## src/rtl/ex_ctrl_pkg.sv

```systemverilog
// ex_ctrl_pkg
// Shared types and constants for the EX-stage pipeline controller:
//   fwd_sel_e  - operand source select (regfile / MEM / WB)
//   state_e    - load-use stall FSM states
//   BR_*       - conditional branch funct3 encodings
//   fwd_pick() - per-operand forwarding priority (MEM over WB, x0 never forwarded)
package ex_ctrl_pkg;

    typedef enum logic [1:0] {
        FWD_RF  = 2'b00,
        FWD_MEM = 2'b01,
        FWD_WB  = 2'b10
    } fwd_sel_e;

    typedef enum logic {
        RUN     = 1'b0,
        LDSTALL = 1'b1
    } state_e;

    localparam logic [2:0] BR_BEQ  = 3'b000;
    localparam logic [2:0] BR_BNE  = 3'b001;
    localparam logic [2:0] BR_BLT  = 3'b100;
    localparam logic [2:0] BR_BGE  = 3'b101;
    localparam logic [2:0] BR_BLTU = 3'b110;
    localparam logic [2:0] BR_BGEU = 3'b111;

    // The youngest producer (MEM) holds the newest value, so it wins over WB.
    function automatic fwd_sel_e fwd_pick(
        input logic [4:0] rs,
        input logic [4:0] mem_rd,
        input logic       mem_wren,
        input logic [4:0] wb_rd,
        input logic       wb_wren
    );
        if (mem_wren && (mem_rd != 5'd0) && (mem_rd == rs))
            return FWD_MEM;
        else if (wb_wren && (wb_rd != 5'd0) && (wb_rd == rs))
            return FWD_WB;
        else
            return FWD_RF;
    endfunction

endpackage

```

## src/rtl/ex_br_decide.sv

```systemverilog
// ex_br_decide
// Combinational branch/jump resolution for the EX stage.
// Ports:
//   i_br_f3   funct3 of the EX branch
//   i_brlt    comparator less-than
//   i_breq    comparator equal
//   i_is_br   EX instruction is a conditional branch
//   i_is_jmp  EX instruction is JAL/JALR
//   i_valid   EX holds a real instruction
//   o_take    redirect the PC this cycle
//   o_brun    request an unsigned compare from the comparator
module ex_br_decide
    import ex_ctrl_pkg::*;
(
    input  logic [2:0] i_br_f3,
    input  logic       i_brlt,
    input  logic       i_breq,
    input  logic       i_is_br,
    input  logic       i_is_jmp,
    input  logic       i_valid,
    output logic       o_take,
    output logic       o_brun
);

    logic cond;

    // NOTE: assign a default before the case so no path leaves cond unassigned
    // (an incomplete combinational assignment infers a latch).
    always_comb begin
        cond = 1'b0;
        case (i_br_f3)
            BR_BEQ:           cond = i_breq;
            BR_BNE:           cond = ~i_breq;
            BR_BLT, BR_BLTU:  cond = i_brlt;
            BR_BGE, BR_BGEU:  cond = ~i_brlt;
            default:          cond = 1'b0;  // 010/011 are not branches
        endcase
    end

    // funct3[1] separates the unsigned variants (BLTU/BGEU) from the signed ones.
    assign o_brun = i_br_f3[1];
    assign o_take = i_valid & (i_is_jmp | (i_is_br & cond));

endmodule

```

## src/rtl/ex_hazard_ctrl.sv

```systemverilog
// ex_hazard_ctrl
// EX-stage pipeline controller for the 5-stage RV32I core: operand forwarding
// selects, load-use stall/bubble, branch/jump redirect and flushes, plus
// saturating stall/flush performance counters.
// Ports:
//   i_clk, i_rst_n               clock, synchronous active-low reset
//   i_id_*                       source registers read by the instruction in ID
//   i_ex_*                       instruction in EX (operands, rd, load, branch info)
//   i_brlt, i_breq               EX comparator flags
//   i_mem_rd_*, i_wb_rd_*        writeback destinations of MEM and WB
//   i_perf_clr                   clear both performance counters
//   o_brun                       unsigned compare request
//   o_fwd_a_sel, o_fwd_b_sel     EX operand sources (00 RF, 01 MEM, 10 WB)
//   o_pc_sel                     IF takes the EX ALU target
//   o_stall                      hold PC and IF/ID
//   o_flush_id, o_flush_ex       clear IF/ID, ID/EX valid at next edge
//   o_stall_cnt, o_flush_cnt     stall cycles / taken redirects
// All controls are combinational; only the FSM, bubble counter and perf
// counters are registered. Controls read 0 while reset is asserted.
module ex_hazard_ctrl
    import ex_ctrl_pkg::*;
#(
    parameter int LOAD_LAT = 1,
    parameter int CNT_W    = 32
) (
    input  logic             i_clk,
    input  logic             i_rst_n,
    input  logic [4:0]       i_id_rs1_addr,
    input  logic [4:0]       i_id_rs2_addr,
    input  logic             i_id_rs1_use,
    input  logic             i_id_rs2_use,
    input  logic             i_ex_valid,
    input  logic [4:0]       i_ex_rs1_addr,
    input  logic [4:0]       i_ex_rs2_addr,
    input  logic [4:0]       i_ex_rd_addr,
    input  logic             i_ex_rd_wren,
    input  logic             i_ex_mem_rden,
    input  logic             i_ex_is_br,
    input  logic             i_ex_is_jmp,
    input  logic [2:0]       i_ex_br_f3,
    input  logic             i_brlt,
    input  logic             i_breq,
    input  logic [4:0]       i_mem_rd_addr,
    input  logic             i_mem_rd_wren,
    input  logic [4:0]       i_wb_rd_addr,
    input  logic             i_wb_rd_wren,
    input  logic             i_perf_clr,
    output logic             o_brun,
    output logic [1:0]       o_fwd_a_sel,
    output logic [1:0]       o_fwd_b_sel,
    output logic             o_pc_sel,
    output logic             o_stall,
    output logic             o_flush_id,
    output logic             o_flush_ex,
    output logic [CNT_W-1:0] o_stall_cnt,
    output logic [CNT_W-1:0] o_flush_cnt
);

    localparam int              LAT_W    = 2;
    localparam logic [LAT_W-1:0] LAT_LOAD = LAT_W'(LOAD_LAT - 1);

    state_e           state;
    logic [LAT_W-1:0] lat_cnt;
    logic [CNT_W-1:0] stall_cnt;
    logic [CNT_W-1:0] flush_cnt;

    logic     take;
    logic     brun;
    logic     hazard;
    logic     stall_c;
    logic     flush_id_c;
    logic     flush_ex_c;
    fwd_sel_e fwd_a;
    fwd_sel_e fwd_b;

    ex_br_decide u_br_decide (
        .i_br_f3  (i_ex_br_f3),
        .i_brlt   (i_brlt),
        .i_breq   (i_breq),
        .i_is_br  (i_ex_is_br),
        .i_is_jmp (i_ex_is_jmp),
        .i_valid  (i_ex_valid),
        .o_take   (take),
        .o_brun   (brun)
    );

    assign fwd_a = fwd_pick(i_ex_rs1_addr, i_mem_rd_addr, i_mem_rd_wren, i_wb_rd_addr, i_wb_rd_wren);
    assign fwd_b = fwd_pick(i_ex_rs2_addr, i_mem_rd_addr, i_mem_rd_wren, i_wb_rd_addr, i_wb_rd_wren);

    // A load in EX whose rd is read by the instruction in ID cannot be forwarded in time.
    assign hazard = i_ex_valid & i_ex_mem_rden & i_ex_rd_wren & (i_ex_rd_addr != 5'd0) &
                    ((i_id_rs1_use & (i_ex_rd_addr == i_id_rs1_addr)) |
                     (i_id_rs2_use & (i_ex_rd_addr == i_id_rs2_addr)));

    // A redirect discards ID anyway, so it overrides any pending load-use stall.
    always_comb begin
        stall_c    = 1'b0;
        flush_id_c = 1'b0;
        flush_ex_c = 1'b0;
        if (take) begin
            flush_id_c = 1'b1;
            flush_ex_c = 1'b1;
        end else if ((state == LDSTALL) || hazard) begin
            stall_c    = 1'b1;
            flush_ex_c = 1'b1;
        end
    end

    assign o_brun      = i_rst_n & brun;
    assign o_fwd_a_sel = i_rst_n ? fwd_a : FWD_RF;
    assign o_fwd_b_sel = i_rst_n ? fwd_b : FWD_RF;
    assign o_pc_sel    = i_rst_n & take;
    assign o_stall     = i_rst_n & stall_c;
    assign o_flush_id  = i_rst_n & flush_id_c;
    assign o_flush_ex  = i_rst_n & flush_ex_c;
    assign o_stall_cnt = stall_cnt;
    assign o_flush_cnt = flush_cnt;

    // NOTE: registered state uses non-blocking assignments so every flop
    // samples pre-edge values regardless of statement order.
    always_ff @(posedge i_clk) begin
        if (!i_rst_n) begin
            state     <= RUN;
            lat_cnt   <= '0;
            stall_cnt <= '0;
            flush_cnt <= '0;
        end else begin
            if (take) begin
                state   <= RUN;
                lat_cnt <= '0;
            end else begin
                case (state)
                    RUN: begin
                        // With a single bubble the hazard cycle itself is the whole stall.
                        if (hazard && (LOAD_LAT > 1)) begin
                            lat_cnt <= LAT_LOAD;
                            state   <= LDSTALL;
                        end
                    end
                    LDSTALL: begin
                        lat_cnt <= lat_cnt - LAT_W'(1);
                        if (lat_cnt == LAT_W'(1))
                            state <= RUN;
                    end
                    default: state <= RUN;
                endcase
            end

            if (i_perf_clr)
                stall_cnt <= '0;
            else if (stall_c && (stall_cnt != {CNT_W{1'b1}}))
                stall_cnt <= stall_cnt + CNT_W'(1);

            if (i_perf_clr)
                flush_cnt <= '0;
            else if (take && (flush_cnt != {CNT_W{1'b1}}))
                flush_cnt <= flush_cnt + CNT_W'(1);
        end
    end

endmodule

```

## config.mk

```make
export PLATFORM = sky130hd
export DESIGN_NAME = ex_hazard_ctrl
export DESIGN_NICKNAME = d
export VERILOG_FILES = /design/src/rtl/ex_ctrl_pkg.sv /design/src/rtl/ex_br_decide.sv /design/src/rtl/ex_hazard_ctrl.sv
export SDC_FILE = /design/constraint.sdc
export NUM_CORES = 1
export LEC_CHECK = 0
export CORE_MARGIN = 2
export CORE_UTILIZATION = 45
export DETAILED_ROUTE_END_ITERATION = 10
export GPL_TIMING_DRIVEN = 0
export MAX_ROUTING_LAYER = met4
export PLACE_DENSITY = 0.77
export SETUP_SLACK_MARGIN = 0.05
export SYNTH_ARGS = -nofsm -noshare
export SYNTH_HDL_FRONTEND = slang
export SYNTH_HIERARCHICAL = 1
export SYNTH_SLANG_ARGS = --single-unit
```

## constraint.sdc

```tcl
create_clock -name i_clk -period 2.95 [get_ports i_clk]
set_input_delay 0.59 -clock i_clk [delete_from_list [all_inputs] [get_ports i_clk]]
set_output_delay 0.59 -clock i_clk [all_outputs]
set_load 0.05 [all_outputs]
```

==> run_results.csv <==
group,metric,value,unit
global_routing,track_usage,0.2531,
power,max-vdd-ir-drop,0.2339,mV
outcome,status,"completed",
global_routing,grt_pass1_wl,17.77,mm
layout,nets,639,
critical_path,path_delay_family,"buffers and inverters",
floorplanning,die_area,0.008969,mm²
logic_synthesis,synth-seq-area-share,0.3623,
power,combPwrFrac,0.111,
critical_path,cp_max_fo,6,
routing,ant_nets,0,
worst_hold_path,whs_path_depth,2,
clocking,cts_num_sinks,67,
clocking,cts_buffers,9,
logic_synthesis,yosys_register_bits,67,
routing,dr.pass1.iters,5,
critical_path,start_kind,"input port",
critical_path,slowest_delay,0.46,ns
routing,drtIter0Drc,137,
place,gp_congestion,0.8824,
logic_synthesis,synth_area_per_cell,8.283,µm²
sta,setup_viol,0,
power,internal_power,0.001441,W
critical_path,path_depth,6,
floorplanning,start_util,0.4575,
logic_synthesis,synth_cell_types,41,
global_routing,antenna_found_initial,0,
global_routing,grt_pass1_vias,3831,
layout,syn2layout_area_growth,45.12,%
floorplanning,fp.dieH,94.71,µm
critical_path,path_buf_inv,3,
logic_synthesis,synth_top_family_by_area,"simple AND/OR/NAND/NOR gates",
critical_path,worstSetupPathType,"in2out",
layout,drive_gt1_frac,0.08844,
clocking,hold_buffers,0,
power,p_sw,0.0004372,W
sta,worstMarginPinSlew,0.7095,ns
logic_synthesis,synthArstFlopShare,0,
layout,final_common_cell,"clkdlybuf4s50_1",
sta,hold_viol,0,
logic_synthesis,synth_compound_area_frac,0.1146,
critical_path,crit_slowest_cell,"clkdlybuf4s50_1",
routing,wl_per_cell,15.14,µm
place,dpl.hpwl,8.015,mm
sta,post-route-period-util,0.9664,
floorplanning,die_w,94.71,µm
logic_synthesis,synth_xor_area_frac,0.1490,
worst_hold_path,min_path_type,"reg2reg",
routing,vias,3926,
clocking,ctsHtreeMaxLevel,3,
power,seqPwrFrac,0.483,
sta,fin_skew,0.009791,ns
clocking,ctsRootBufferMaster,"clkbuf_8",
critical_path,r2r_setup_slack,0.62,ns
floorplanning,ios,125,
logic_synthesis,synth_adder_area_share,0.01014,
clocking,clk_latency,0.34,ns
logic_synthesis,synthCells,447,
logic_synthesis,synth_ff_type,"dfxtp_1",
layout,final_cell_mix,"105 x clkdlybuf4s50_1, 67 x dfxtp_1, 42 x xor2_1",
routing,wirelength,10.49,mm
critical_path,cp_data_required_time,2.36,ns
logic_synthesis,synth-simple-area-share,0.3231,
sta,fmaxAchievable,350.8,MHz
routing,route.detailed.drc,0,
clocking,path_clk_slew,0.07,ns
power,p_leak,1.815,nW
job,maxCapViolCount,0,
layout,n_antenna_cell,0,
power,clkPwrFrac,0.407,
logic_synthesis,synth_warnings,6,
logic_synthesis,synth_mux_area_frac,0.008111,
sta,drv_slew,0,
routing,via_per_inst,5.665,
floorplanning,row_count,33,
global_routing,globalRouteOverflowTotal,0,
logic_synthesis,synth_edf_count,0,
power,power_density,349.7,mW/mm²
critical_path,reg2regPathDepth,7,
floorplanning,coreArea,0.008093,mm²
sta,finalCriticalPeriod,2.851,ns
clocking,cts_tree,"built",
critical_path,cp_cell_sequence,"clkdlybuf4s50_1 > o311a_1 > o31ai_1 > buf_4 > and2_1 > buf_2",
clocking,clockBufferDepth,2,
global_routing,grt_max_degree,11,
logic_synthesis,netlist_area,0.003702,mm²
sta,rsz0062_at_grt,"no",
layout,n_fill_cell,704,
sta,slew_headroom,0.5248,
place,io_buffers,124,
power,switching_share,0.2327,
logic_synthesis,synth_nets,502,
sta,setup_tns,0,ns
critical_path,arrival,2.26,ns
critical_path,end_kind,"output pin",
sta,fin_hold_ws,0.5039,ns
-- worst reg2reg max path, delay by kind of cell, from the launching register on --
| kind | cells | cell delay [ns] |
|---|---|---|
| and+or+nand+nor | 5 | 1.32 |
| DFF | 1 | 0.45 |
| buffers and inverters | 1 | 0.28 |
| xor gates and xnor gates | 1 | 0.17 |
-- logic make-up (layout without fill, tap and decap cells) --
| family | count (synthesis) | in the layout |
|---|---|---|
| AND/OR/NAND/NOR | 213 | 213 |
| AO/OA/AOI/OAI | 70 | 70 |
| flip-flops | 67 | 67 |
| XOR/XNOR | 63 | 63 |
| buffers and inverters | 28 | 169 |
| adder cells (fa/ha/maj) | 3 | 3 |
| multiplexers | 3 | 3 |
-- power by group through the flow --
| stage | Sequential [W] | Clock (W) | Combinational (W) |
|---|---|---|---|
| floorplan | 0.000930 | 0 | 0.0000841 |
| global placement | 0.000927 | 0 | 0.000193 |
| detailed placement | 0.000927 | 0 | 0.000198 |
| CTS | 0.000906 | 0.000773 | 0.000203 |
| global route | 0.000906 | 0.000822 | 0.000224 |
| finish | 0.000907 | 0.000764 | 0.000208 |
-- per-stage QoR --
step	cell area, µm²	std cells	util	setup WS (ns)	total power, W
global route	5373	693	0.6639	0.05263	0.001952
detailed placement	5096	676	0.6297	-0.8580	0.001125
CTS	5328	692	0.6583	0.05017	0.001883
finish	5373	693	0.6639	0.09915	0.001879
floorplan	3724	447	-	-0.01139	0.001014
global placement	5096	676	0.6297	-0.8106	0.001121
-- synth_stat cells, types with 2 or more instances --
library cell,instances,area share
nand3_1,36,0.049
nor2b_1,2,0.0034
o211ai_1,5,0.010
and4_1,7,0.017
buf_2,3,0.0041
inv_1,9,0.0091
and3_1,14,0.024
and2_1,10,0.017
xor2_1,42,0.099
nor3_1,3,0.0041
nand2_1,31,0.031
or4_2,3,0.0071
clkbuf_1,12,0.012
or4_1,15,0.030
ha_1,3,0.010
o21ai_0,17,0.023
nand4_1,20,0.034
nor4_1,4,0.0068
nor2_1,41,0.042
a21oi_1,28,0.038
mux2i_1,3,0.0081
nand4_2,3,0.010
nand2b_1,3,0.0051
buf_4,3,0.0061
xnor2_1,21,0.050
o31ai_1,11,0.022
dfxtp_1,67,0.36
nor4_2,2,0.0068
or3_1,17,0.029
-- per-layer routing --
metal	GRT usage	part of all wire
met5	-	0
met4	0.08092	0.022
met3	0.06225	0.060
met2	0.4202	0.50
met1	0.3018	0.42
-- final timing paths --
kind | from | end
setup / recovery | i_ex_br_f3[1] | o_flush_id
hold / removal | o_stall_cnt[23] | o_stall_cnt[23]
setup reg to reg | o_flush_cnt[19] | o_flush_cnt[5]
hold reg to reg | o_stall_cnt[23] | o_stall_cnt[23]
-- sequential cells by signal, summed over array words and instances (netlist names) --
name,count
o_flush_cnt,32
state,1
o_stall_cnt,32
lat_cnt,2
-- final cells by class --
type                       instances  area, µm²  share of cell area
multi-input combinational        352       2346              0.4367
sequential                        67       1341              0.2497
timing repair buffer             126       1232              0.2294
clock buffer                      13      158.9             0.02958
tap                              105      131.4             0.02445
buffer                            19      93.84             0.01747
clock inverter                     2      35.03            0.006521
inverter                           9      33.78            0.006288
-- repair_timing --
| action | 4_1_cts | 5_1_grt |
|---|---|---|
| setup buffers | 1 | 1 |
| endpoints found under the setup margin | 45 | 32 |
| pin swaps | 1 | 1 |
| gates resized for setup | 71 | 8 |
Note: power is estimated with default switching activity, not from simulation.
==> RTL change: new RTL, same flow settings <==
`LAT_W`: 2 -> 4.
--- a/src/rtl/ex_hazard_ctrl.sv
+++ b/src/rtl/ex_hazard_ctrl.sv
@@ -56,7 +56,7 @@
     output logic [CNT_W-1:0] o_flush_cnt
 );
 
-    localparam int              LAT_W    = 2;
+    localparam int              LAT_W    = 4;
     localparam logic [LAT_W-1:0] LAT_LOAD = LAT_W'(LOAD_LAT - 1);
 
     state_e           state;
Formal check against the unedited RTL: no difference found for any inputs over 10 cycles, from zero or initial values; that may be too few to reach the edited logic, so the function may still have changed.
==> RTL change against the unedited design <==
Area after synthesis increased by 5.1%. Critical path type unchanged. Wire length grew 7.8%. Critical path depth unchanged. Sequential cell count up 2. Worst setup slack improved by 57 ps. Synthesized cell count increased by 6.3%. Sequential share of layout area is 0.16 points lower. Highest routed layer unchanged. Power is 1.6% higher. Design area increased by 3.7%. Count of clock-buffer cells in the layout fell by 1.
==> RTL change: results (changes against the unedited design) <==
run status=complete, no violations; GRT Util Overall=0.240 (-0.0132); # fillers=706 (+0.28%); Num CTS Buffers=9 (unchanged); WL final=11300 um (+7.8%); hpwl dp=8480 um (+5.7%); post-synthesis mux area share=0.0103 (+0.00218); first-pass GRT wire length=18300 um (+3.1%); Clock Latency Late Sink=340 ps (about the same); Root Buffer=clkbuf_8; CP max FO=3 (-3); initial antenna violation count=0 (unchanged); iteration count of the initial detailed-routing pass=4 (-1); Static Leak=1.92 nW (+6.0%); Setup Skew=12.5 ps (+2.68 ps); Adder-Cell Fraction of Synth Area=0.0129 (+0.00272); YS warnings=6 (unchanged); post-synthesis xor/xnor area fraction=0.135 (-0.0140); Avg Inst Size Synth=8.19 um^2 (-1.1%); 1st-iter DRT viols=162 (+18%); Worst path top cell family by delay=buffers and inverters; post-synth cell types=48 (+17%); vias in the first global route=3871 (+1.0%); PortBufs=124 (unchanged); delay of the slowest critical-path stage=550 ps (+90 ps); wire length per cell=15.6 um (+3.3%); final net count=669 (+4.7%); placed insts=704 (+4.1%); largest net degree at the start of global routing=12 (+1); Worst VDD drop=0.244 mV (+4.3%); Sw Ratio=0.241 (+0.00815); hold crit path type=reg -> reg; Area after DPL=5280 um^2 (+3.6%); Slew @ Worst Pin=776 ps (+66.1 ps); Worst path slowest cell=clkdlybuf4s50_1; GP Congestion=0.986 (+12%); Synth Area in Compound Gates=0.115 (+0.000188); ratio of cells with drive above 1 in the final layout=0.100 (+0.0119); sequential area share after synthesis=0.355 (-0.00741); most instantiated cells after synthesis=dfxtp_1, nor2_1, nand2_1, nand3_1, xor2_1; syn_nets=531 (+5.8%); top post-synthesis cells by area=dfxtp_1, xor2_1, xnor2_1; Vias=4063 (+3.5%)
[RTL change: changes by cell type after synthesis, sizes merged, moves of 3 or more]
cell   change
xnor2      +3
o31ai      -3
o21ai      +3
xor2       -6
nor4       +3
buf        +3
nand2      +6
nor2       +5
nor3       +4
[RTL change: path summary, 6_finish.rpt]
check | from | end | slack (ps) | cells after the start
max | i_mem_rd_addr[0] | o_fwd_b_sel[0] | 160 | 6
min | o_stall_cnt[31] | o_stall_cnt[31] | 480 | 2
max reg2reg | o_flush_cnt[24] | o_flush_cnt[4] | 670 | 6
min reg2reg | o_stall_cnt[31] | o_stall_cnt[31] | 480 | 2
[RTL change: power groups by stage]
stage / Clock, mW / Sequential, mW / Combinational [mW]
detailed placement: 0 / 0.954 / 0.205
global route: 0.813 / 0.933 / 0.232
finish: 0.759 / 0.933 / 0.218
CTS: 0.772 / 0.933 / 0.213
floorplan: 0 / 0.957 / 0.0871
global placement: 0 / 0.954 / 0.201
[RTL change: kinds of logic after synthesis]
group / count (synthesis)
AO/OA/AOI/OAI: 73
XOR/XNOR: 60
adder cells (fa/ha/maj): 4
buffers and inverters: 31
flip-flops: 69
multiplexers: 4
AND/OR/NAND/NOR: 234
[RTL change: cell type report]
type,instances,area (um^2),area share
Clock buffer,12,145,0.0261
Buffer,22,128,0.0229
Clock inverter,4,47.5,0.00854
Multi-Input combinational cell,375,2470,0.443
Tap cell,105,131,0.0236
Timing Repair Buffer,127,1230,0.222
Inverter,9,33.8,0.00607
Sequential cell,69,1380,0.248
[RTL change: what timing repair did]
item,in CTS,in global routing
setup buffers,3,0
resized for setup,65,17
pin swaps,4,1
setup endpoints to repair,64,12
[RTL change: layer usage]
metal | GRT usage | share of wire | wire length, um | vias up
met3 | 0.0542 | 0.055 | 620 | 28
met4 | 0.0769 | 0.028 | 321 | 0
met2 | 0.400 | 0.48 | 5410 | 143
met5 | - | 0 | 0 | -
met1 | 0.288 | 0.44 | 4950 | 1893
li1 | - | - | - | 1999
[RTL change: worst register-to-register path: stages, from the launching register on]
cell and delay, ps:
dfxtp_1 420, nand4_1 190, nor4_1 730, a31oi_2 370
nand3_1 200, xor2_1 180, nor2_1 60
[RTL change: stage by stage]
stage | util | setup TNS [ps] | hold WS, ps | total power [mW] | setup slack (ps)
3_5_place_dp | 0.636 | -46700 | 462 | 1.16 | -1440
4_1_cts | 0.666 | 0 | 472 | 1.92 | 47.3
3_3_place_gp | 0.636 | -43010 | 462 | 1.16 | -1380
5_1_grt | 0.671 | 0 | 508 | 1.98 | 70.8
6_report | 0.671 | 0 | 477 | 1.91 | 156
2_1_floorplan | - | -11.4 | 484 | 1.04 | -11.4
